## src/rtl/pipeline_ctrl_pkg.sv

```systemverilog
// rtl/pipeline_ctrl_pkg.sv - shared types and constants for the pipeline hazard/stall control
//
// Purpose : state encoding, register-field constants and the load-use helper
//           shared by hazard_stall_ctrl and its sub-modules.
// Ports   : none (package).
package pipeline_ctrl_pkg;

   typedef enum logic {
      RUN      = 1'b0,
      MC_STALL = 1'b1
   } state_t;

   localparam int REG_W = 5;
   localparam logic [REG_W-1:0] REG_ZERO = 5'd0;
   localparam int CNT_W_DEF = 4;

   // A load in EX feeds a source of the instruction in ID; $zero never counts.
   function automatic logic load_use(
      input logic             mem_read,
      input logic [REG_W-1:0] ex_rt,
      input logic [REG_W-1:0] id_rs,
      input logic [REG_W-1:0] id_rt,
      input logic             uses_rt
   );
      return mem_read && (ex_rt != REG_ZERO) &&
             ((ex_rt == id_rs) || (uses_rt && (ex_rt == id_rt)));
   endfunction

endpackage

```

## src/rtl/stall_down_counter.sv

```systemverilog
// rtl/stall_down_counter.sv - loadable down-counter with terminal flag at one
//
// Purpose : tracks the remaining cycles of a multi-cycle EX stall.
// Ports   : clk, reset (async active-low), load/load_val (load has priority),
//           dec (decrement, holds at zero), cnt (current value),
//           last (cnt == 1, i.e. this is the final stall cycle).
module stall_down_counter #(
   parameter int CNT_W = 4
) (
   input  logic             clk,
   input  logic             reset,
   input  logic             load,
   input  logic [CNT_W-1:0] load_val,
   input  logic             dec,
   output logic [CNT_W-1:0] cnt,
   output logic             last
);

   always_ff @(posedge clk or negedge reset) begin
      if (!reset) begin
         cnt <= '0;
      end else if (load) begin
         cnt <= load_val;
      end else if (dec && (cnt != '0)) begin
         cnt <= cnt - CNT_W'(1);
      end
   end

   assign last = (cnt == CNT_W'(1));

endmodule

```

## src/rtl/hazard_stall_ctrl.sv

```systemverilog
// rtl/hazard_stall_ctrl.sv - load-use / multi-cycle / branch hazard and stall controller
//
// Purpose : drives freeze, bubble and flush controls for the PC, IF/ID and
//           ID/EX registers of the 5-stage pipeline; counts freeze cycles.
// Macro   : FLUSH_EN - adds the IFID_Flush port, asserted on a taken branch.
// Ports   : clk, reset (async active-low)
//           id_rs, id_rt, id_uses_rt        - source fields of the ID instruction
//           ex_mem_read, ex_rt              - load in EX and its destination
//           mc_start, mc_cycles             - multi-cycle op entering EX, length N
//           branch_taken                    - EX branch resolved taken
//           PC_Freeze, IFID_Freeze, IDEX_Freeze, IDEX_Bubble, IFID_Flush
//           stall_cycles                    - saturating count of PC_Freeze cycles
module hazard_stall_ctrl
   import pipeline_ctrl_pkg::*;
#(
   parameter int CNT_W  = CNT_W_DEF,
   parameter int PERF_W = 32
) (
   input  logic              clk,
   input  logic              reset,
   input  logic [REG_W-1:0]  id_rs,
   input  logic [REG_W-1:0]  id_rt,
   input  logic              id_uses_rt,
   input  logic              ex_mem_read,
   input  logic [REG_W-1:0]  ex_rt,
   input  logic              mc_start,
   input  logic [CNT_W-1:0]  mc_cycles,
   input  logic              branch_taken,
   output logic              PC_Freeze,
   output logic              IFID_Freeze,
   output logic              IDEX_Freeze,
   output logic              IDEX_Bubble,
`ifdef FLUSH_EN
   output logic              IFID_Flush,
`endif
   output logic [PERF_W-1:0] stall_cycles
);

   state_t           state, state_nxt;
   logic             cnt_load;
   logic             cnt_dec;
   logic [CNT_W-1:0] cnt_load_val;
   logic [CNT_W-1:0] cnt;
   logic             cnt_last;
   logic             lu;

   assign lu = load_use(ex_mem_read, ex_rt, id_rs, id_rt, id_uses_rt);

   stall_down_counter #(.CNT_W(CNT_W)) u_cnt (
      .clk      (clk),
      .reset    (reset),
      .load     (cnt_load),
      .load_val (cnt_load_val),
      .dec      (cnt_dec),
      .cnt      (cnt),
      .last     (cnt_last)
   );

   always_ff @(posedge clk or negedge reset) begin
      if (!reset) begin
         state <= RUN;
      end else begin
         state <= state_nxt;
      end
   end

   always_comb begin
      state_nxt    = state;
      cnt_load     = 1'b0;
      cnt_dec      = 1'b0;
      // The mc_start cycle is the first stall cycle, so N-1 remain after it.
      cnt_load_val = mc_cycles - CNT_W'(1);
      PC_Freeze    = 1'b0;
      IFID_Freeze  = 1'b0;
      IDEX_Freeze  = 1'b0;
      IDEX_Bubble  = 1'b0;
`ifdef FLUSH_EN
      IFID_Flush   = 1'b0;
`endif
      if (reset) begin
         unique case (state)
            RUN: begin
               if (branch_taken) begin
                  // Wrong-path squash beats every stall source.
                  IDEX_Bubble = 1'b1;
`ifdef FLUSH_EN
                  IFID_Flush  = 1'b1;
`endif
               end else if (mc_start && (mc_cycles > CNT_W'(1))) begin
                  PC_Freeze   = 1'b1;
                  IFID_Freeze = 1'b1;
                  IDEX_Freeze = 1'b1;
                  cnt_load    = 1'b1;
                  state_nxt   = MC_STALL;
               end else if (mc_start && (mc_cycles == CNT_W'(1))) begin
                  PC_Freeze   = 1'b1;
                  IFID_Freeze = 1'b1;
                  IDEX_Freeze = 1'b1;
               end else if (lu) begin
                  // The bubble removes the hazard by the next cycle.
                  PC_Freeze   = 1'b1;
                  IFID_Freeze = 1'b1;
                  IDEX_Bubble = 1'b1;
               end
            end
            MC_STALL: begin
               PC_Freeze   = 1'b1;
               IFID_Freeze = 1'b1;
               IDEX_Freeze = 1'b1;
               cnt_dec     = 1'b1;
               if (cnt_last) begin
                  state_nxt = RUN;
               end
            end
            default: state_nxt = RUN;
         endcase
      end
   end

   always_ff @(posedge clk or negedge reset) begin
      if (!reset) begin
         stall_cycles <= '0;
      end else if (PC_Freeze && (stall_cycles != '1)) begin
         stall_cycles <= stall_cycles + PERF_W'(1);
      end
   end

endmodule

```

## config.mk

```make
export PLATFORM = sky130hd
export DESIGN_NAME = hazard_stall_ctrl
export DESIGN_NICKNAME = d
export VERILOG_FILES = /design/src/rtl/pipeline_ctrl_pkg.sv /design/src/rtl/stall_down_counter.sv /design/src/rtl/hazard_stall_ctrl.sv
export SDC_FILE = /design/constraint.sdc
export NUM_CORES = 1
export LEC_CHECK = 0
export CORE_ASPECT_RATIO = 1.75
export CORE_UTILIZATION = 25
export CTS_BUF_LIST = sky130_fd_sc_hd__clkbuf_8 sky130_fd_sc_hd__clkbuf_16
export DETAILED_ROUTE_END_ITERATION = 10
export GPL_ROUTABILITY_DRIVEN = 0
export MAX_ROUTING_LAYER = met4
export PLACE_DENSITY = 0.54
export REMOVE_ABC_BUFFERS = 1
export SYNTH_ARGS = -nofsm -noshare
export SYNTH_HDL_FRONTEND = slang
export SYNTH_SLANG_ARGS = --single-unit
```

## constraint.sdc

```tcl
create_clock -name clk -period 2.8 [get_ports clk]
set_input_delay 0.28 -clock clk [delete_from_list [all_inputs] [get_ports clk]]
set_output_delay 0.28 -clock clk [all_outputs]
set_load 0.1 [all_outputs]
```

==> impl_metrics.csv, run 1 <==
group,metric,value,unit
global_route,grt_max_degree,24,
floorplan,die_w,73.0,um
logic_synthesis,synth.area.top_cells,"dfrtp_1, xor2_1, xnor2_1, nor4_2, nor3_1",
clocking,cts_tree,"built",
floorplan,die_area,9220,um^2
floorplan,io_pins,61,
job,cap_violations,0,
cells_and_area,syn_to_final_growth,41.2,%
worst_setup_path,cp.required,2520,ps
worst_setup_path,rrSetupSlack,560,ps
power,ir_drop,0.408,mV
logic_synthesis,synth_top_area_cell,"dfrtp_1",
timing,period_needed,2570,ps
logic_synthesis,ys_seq_area_frac,0.420,
placed_design,dp_hpwl,4340,um
worst_setup_path,reg2reg_depth,9,
logic_synthesis,netlist_area,2210,um^2
clocking,cts_buffers,5,
worst_hold_path,hp-class,"input port to async pin",
timing,relSlewSlack,0.672,
logic_synthesis,yosys_warnings,0,
worst_setup_path,worstReg2RegEnd,"stall_cycles[27]",
worst_setup_path,worst_setup_path_end_kind,"output pin",
logic_synthesis,netlist_instances,223,
clocking,clock_latency,280,ps
power,leakagePower,1.44,nW
worst_setup_path,crit_arrival,2290,ps
worst_setup_path,critPathMaxFanout,4,
power,clock_power_share,0.296,
route,antenna_left,0,
power,switching_power,0.000893,W
worst_setup_path,critPathKind,"input port to output pin",
global_route,gr-usage-all-layers,0.134,
cells_and_area,multi_input_comb_area,1190,um^2
global_route,grt_pass1_vias,2045,
route,drc,0,
power,power.density,709,nW/um^2
clocking,clkSinkCount,37,
floorplan,die_h,126,um
cells_and_area,drive_gt1_frac,0.232,
placed_design,dp_cells,401,
cells_and_area,final_cells,410,
route,drt_pass1_iterations,4,
clocking,root_buffer,"clkbuf_16",
cells_and_area,final_common_cell,"buf_4",
worst_setup_path,crit_start,"mc_cycles[0]",
route,drt-initial-drc-count,117,
clocking,ctsResizeCount,0,
placed_design,io_buffers,60,
global_route,grt_antenna_before_repair,0,
floorplan,core_area,8610,um^2
route,wirelength,5530,um
timing,rsz0062_at_grt,"false",
timing,hold_violations,0,
power,p_comb_frac,0.388,
power,p_seq_frac,0.316,
clocking,cts_setup_buffers,0,
timing,worst_pin_slew,492,ps
timing,finClkSkew,3.34,ps
logic_synthesis,ys_types,39,
timing,fmax,389,MHz
clocking,path_clk_slew,60,ps
logic_synthesis,ys_seq_elements,37,
route,vias,1894,
power,switching_share,0.404,
worst_setup_path,crit_path_end,"IDEX_Bubble",
cells_and_area,layout.nets,322,
route,vias_per_cell,4.62,
worst_setup_path,startpoint_type,"input port",
timing,drv_slew,0,
global_route,grt_pass1_wl,9470,um
cells_and_area,nFillCells,887,
timing,period_share,0.919,
cells_and_area,diodes,0,
cells_and_area,layout_common_cells,"buf_4, dfrtp_1, xor2_1",
worst_setup_path,r2r-start,"stall_cycles[0]",
floorplan,start_util,0.256,
timing,whs,428,ps
route,avgRoutedWirePerCell,13.5,um
global_route,gr-total-overflow,0,
cells_and_area,ff_latch_area,926,um^2
floorplan,row_count,45,
status,outcome,"completed",
logic_synthesis,synth_top_area_frac,0.420,
timing,setup_viol,0,
power,p_int,0.00132,W
clocking,cts_buffer_depth,2,
clocking,cts-htree-levels,2,
logic_synthesis,syn_area_per_cell,9.90,um^2
[timing repair]
item                       CTS  global route
hold endpoints to repair    10             0
setup endpoints to repair    0             0
hold buffers                 1             0
[flip-flops by register name, indices dropped and copies added, names as in the netlist]
| signal | flops |
|---|---|
| stall_cycles | 32 |
| state | 1 |
| u_cnt.cnt | 4 |
[per-layer routing]
layer	up-vias	global-route usage	share of wire
li1	912	-	-
met1	927	0.142	0.38
met2	49	0.249	0.58
met3	6	0.0191	0.030
met4	0	0.0381	0.012
met5	-	-	0
[metrics by stage]
step           setup slack, ps  TNS (ps)  cell area (um^2)   util  total power (W)
2_1_floorplan            -3380    -19500              2160      -          0.00129
3_3_place_gp               219         0              2930  0.340          0.00157
3_5_place_dp               146         0              2930  0.340          0.00157
4_1_cts                    237         0              3120  0.362          0.00224
5_1_grt                   6.23         0              3120  0.362          0.00231
6_report                   228         0              3120  0.362          0.00221
[cell families after synthesis]
logic type	synth area share
buf+inv	0.0408
fa+ha+maj	0.0283
xor+xnor	0.171
simple gates	0.286
mux	0.00510
flops	0.420
compound gates	0.0493
[worst min path at each step]
stage          start               end  slack, ps
6_report       reset  stall_cycles[30]        430
2_1_floorplan  reset   stall_cycles[0]        -20
3_5_place_dp   reset  stall_cycles[30]        180
5_1_grt        reset  stall_cycles[30]        460
4_1_cts        reset  stall_cycles[30]        430
3_3_place_gp   reset  stall_cycles[30]        180
[final cells by class]
type / count / share of cell area
repair buffers: 69 / 0.205
multi-input cells: 168 / 0.382
inverters: 11 / 0.0133
clock buffers: 6 / 0.0446
flip-flops and latches: 37 / 0.297
clock inverters: 2 / 0.0108
well taps: 117 / 0.0470
[Yosys cell counts, drive strengths merged]
| master | count |
|---|---|
| a21oi | 1 |
| nor3b | 1 |
| xnor2 | 14 |
| nand2 | 19 |
| nand2b | 3 |
| nand4b | 1 |
| nor2b | 3 |
| clkbuf | 1 |
| nor3 | 19 |
| a32oi | 1 |
| nand3 | 17 |
| xor2 | 29 |
| a31oi | 1 |
| nand4 | 7 |
| dfrtp | 37 |
| nor4 | 11 |
| o22a | 1 |
| nor2 | 12 |
| and4 | 1 |
| nor4b | 1 |
| o221ai | 2 |
| o31ai | 2 |
| inv | 11 |
| mux2 | 1 |
| o21bai | 1 |
| o21ai | 8 |
| buf | 6 |
| or4 | 1 |
| or3 | 3 |
| and3 | 3 |
| ha | 5 |
[power by group through the flow]
stage                     clock network, W  registers [W]  logic [W]
after global placement                   0       0.000709   0.000859
after CTS                         0.000671       0.000699   0.000867
after detailed placement                 0       0.000708   0.000864
final                             0.000654       0.000698   0.000858
after floorplan                          0       0.000955   0.000332
after global routing              0.000689       0.000712   0.000913
[worst max-delay path: stages]
cell,delay [ps]
clkdlybuf4s50_1,460
inv_1,80
ha_1,190
nor4b_1,380
nor2b_1,90
nor3_1,200
nor2_1,60
nor3b_1,330
buf_12,230
Note: power is estimated with default switching activity, not from simulation.
==> run 2, diff against run 1 <==
--- a/config.mk
+++ b/config.mk
@@ -9,10 +9,10 @@
 export CORE_UTILIZATION = 25
 export CTS_BUF_LIST = sky130_fd_sc_hd__clkbuf_8 sky130_fd_sc_hd__clkbuf_16
 export DETAILED_ROUTE_END_ITERATION = 10
-export GPL_ROUTABILITY_DRIVEN = 0
 export MAX_ROUTING_LAYER = met4
 export PLACE_DENSITY = 0.54
 export REMOVE_ABC_BUFFERS = 1
+export SLEW_MARGIN = 20
 export SYNTH_ARGS = -nofsm -noshare
 export SYNTH_HDL_FRONTEND = slang
 export SYNTH_SLANG_ARGS = --single-unit
==> results of run 2 <==
No change in the layout: final DEF, timing and power equal those of run 1.
==> run 3, diff against run 2 <==
--- a/config.mk
+++ b/config.mk
@@ -15,4 +15,5 @@
 export SLEW_MARGIN = 20
 export SYNTH_ARGS = -nofsm -noshare
 export SYNTH_HDL_FRONTEND = slang
+export SYNTH_HIERARCHICAL = 1
 export SYNTH_SLANG_ARGS = --single-unit
==> impl_metrics.csv, run 3 <==
group,metric,value,unit
status,outcome,"completed",
worst_setup_path,critPathMaxFanout,2,
global_route,grt_pass1_vias,1979,
floorplan,die_area,9560,um^2
timing,period_needed,2640,ps
clocking,cts_buffer_depth,2,
cells_and_area,fin_area,3160,um^2
floorplan,io_pins,61,
floorplan,row_count,45,
timing,setup_viol,0,
floorplan,core_area,8780,um^2
global_route,grt_max_degree,36,
route,drt-initial-drc-count,54,
power,switching_power,0.00103,W
job,cap_violations,0,
clocking,root_buffer,"clkbuf_16",
clocking,clock_latency,280,ps
placed_design,gp_congestion,0.781,
cells_and_area,final_cells,410,
timing,worst_pin_slew,595,ps
route,antenna_left,0,
global_route,gr-total-overflow,0,
cells_and_area,layout_top_registers,"stall_cycles: 32 flops, u_cnt/cnt: 4 flops, state: 1 flops",
logic_synthesis,synth.area.top_cells,"dfrtp_1, xor2_1, xnor2_1, nand3_1, nor3_2",
route,vias,1872,
floorplan,start_util,0.261,
power,p_seq_frac,0.327,
route,drt_pass1_iterations,6,
timing,relSlewSlack,0.600,
timing,drv_slew,0,
logic_synthesis,ys_top_cells_by_count,"dfrtp_1, xor2_1, nand2_1",
logic_synthesis,ys_seq_elements,37,
logic_synthesis,synth_top_area_frac,0.405,
power,total_power,0.00229,W
power,leakagePower,1.46,nW
clocking,cts_setup_buffers,0,
power,p_comb_frac,0.435,
route,wirelength,5490,um
clocking,clkSinkCount,37,
route,avgRoutedWirePerCell,13.4,um
timing,period_share,0.942,
timing,fmax,379,MHz
placed_design,dp_cells,401,
global_route,grt_antenna_before_repair,0,
floorplan,die_w,74.3,um
worst_setup_path,worst_setup_path_end_kind,"output pin",
global_route,grt_pass1_wl,9340,um
clocking,cts_buffers,5,
cells_and_area,nFillCells,913,
placed_design,placedInstanceArea,3010,um^2
global_route,gr-usage-all-layers,0.134,
worst_setup_path,cp.required,2520,ps
cells_and_area,layout.nets,322,
cells_and_area,layout_common_cells,"buf_4, dfrtp_1, xor2_1",
cells_and_area,largest-register,"stall_cycles",
timing,hold_violations,0,
power,power.density,724,nW/um^2
power,switching_share,0.449,
timing,rsz0062_at_grt,"false",
power,p_int,0.00126,W
logic_synthesis,ys_seq_area_frac,0.405,
route,drc,0,
worst_setup_path,startpoint_type,"input port",
cells_and_area,syn_to_final_growth,38.2,%
cells_and_area,final_common_cell,"buf_4",
cells_and_area,drive_gt1_frac,0.249,
logic_synthesis,yosys_warnings,6,
clocking,cts-htree-levels,2,
logic_synthesis,netlist_area,2290,um^2
logic_synthesis,syn_area_per_cell,10.3,um^2
power,clock_power_share,0.238,
route,vias_per_cell,4.57,
floorplan,die_h,129,um
logic_synthesis,yosysMostFrequentCell,"dfrtp_1",
logic_synthesis,ys_types,48,
cells_and_area,largest_register_ffs,32,
power,ir_drop,0.378,mV
clocking,path_clk_slew,50,ps
worst_setup_path,critPathKind,"input port to output pin",
timing,finClkSkew,5.57,ps
placed_design,dp_hpwl,4390,um
worst_setup_path,crit_arrival,2360,ps
placed_design,io_buffers,60,
logic_synthesis,synth_top_area_cell,"dfrtp_1",
cells_and_area,diodes,0,
logic_synthesis,ys.flop_type,"dfrtp_1",
logic_synthesis,netlist_instances,222,
worst_hold_path,hp-class,"input port to async pin",
logic_synthesis,postSynth.asyncResetShare,1.00,
logic_synthesis,synth_edf_count,0,
clocking,cts_tree,"built",
-- run 3: metrics by stage --
stage / utilization / setup TNS [ps] / hold WS [ps] / worst slack [ps]
2_1_floorplan: - / -12960 / -15.6 / -1630
3_3_place_gp: 0.343 / 0 / 101 / 164
3_5_place_dp: 0.343 / 0 / 102 / 131
4_1_cts: 0.360 / 0 / 386 / 167
5_1_grt: 0.360 / 0 / 399 / 12.7
6_report: 0.360 / 0 / 395 / 164
-- run 3: repair_timing --
item                      4_1_cts  5_1_grt
gates resized for setup         0        0
hold buffers                    1        0
hold endpoints to repair        2        0
-- run 3: cells by family after synthesis --
kind of cell	share of synthesized area
XOR/XNOR	0.165
AO/OA/AOI/OAI	0.0667
buffers and inverters	0.0415
multiplexers	0.0109
AND/OR/NAND/NOR	0.284
flip-flops	0.405
adder cells (fa/ha/maj)	0.0273
-- run 3: area by class of cell --
| cell class | instances | area [um^2] | share of cell area |
|---|---|---|---|
| repair buffers | 68 | 631 | 0.199 |
| well taps | 117 | 146 | 0.0463 |
| multi-input cells | 167 | 1270 | 0.401 |
| flip-flops and latches | 37 | 926 | 0.293 |
| inverters | 13 | 48.8 | 0.0154 |
| clock buffers | 5 | 125 | 0.0396 |
| clock inverters | 3 | 17.5 | 0.00554 |
-- run 3: power groups by stage --
| stage | Combinational (W) | Sequential (W) | Clock [W] |
|---|---|---|---|
| 4_1_cts | 0.00100 | 0.000750 | 0.000562 |
| 3_3_place_gp | 0.000995 | 0.000757 | 0 |
| 3_5_place_dp | 0.00100 | 0.000757 | 0 |
| 6_report | 0.000995 | 0.000749 | 0.000546 |
| 2_1_floorplan | 0.000399 | 0.00104 | 0 |
| 5_1_grt | 0.00106 | 0.000767 | 0.000583 |
-- run 3: critical path, stage by stage --
cell and delay (ps):
clkdlybuf4s50_1 470, inv_1 60, ha_1 190, or4b_4 510, a211oi_1 260, nor2_1 70
nor3b_1 180, buf_4 160, buf_12 170
-- run 3: path summary, 6_finish.rpt --
path,start,to,slack (ps),cells after the start
setup / recovery,mc_cycles[1],IDEX_Bubble,160,9
hold / removal,reset,u_cnt/cnt[1],390,2
setup reg to reg,stall_cycles[0],stall_cycles[11],550,8
hold reg to reg,stall_cycles[15],stall_cycles[15],490,1
max in group asynchronous,reset,stall_cycles[26],1750,3
min in group clk,stall_cycles[15],stall_cycles[15],490,1
-- run 3: per-layer routing --
metal  track usage  vias to the layer above  part of all wire
li1              -                      928                 -
met1         0.133                      879              0.37
met2         0.245                       55              0.57
met3        0.0227                       10             0.035
met4        0.0610                        0             0.024
met5             -                        -                 0
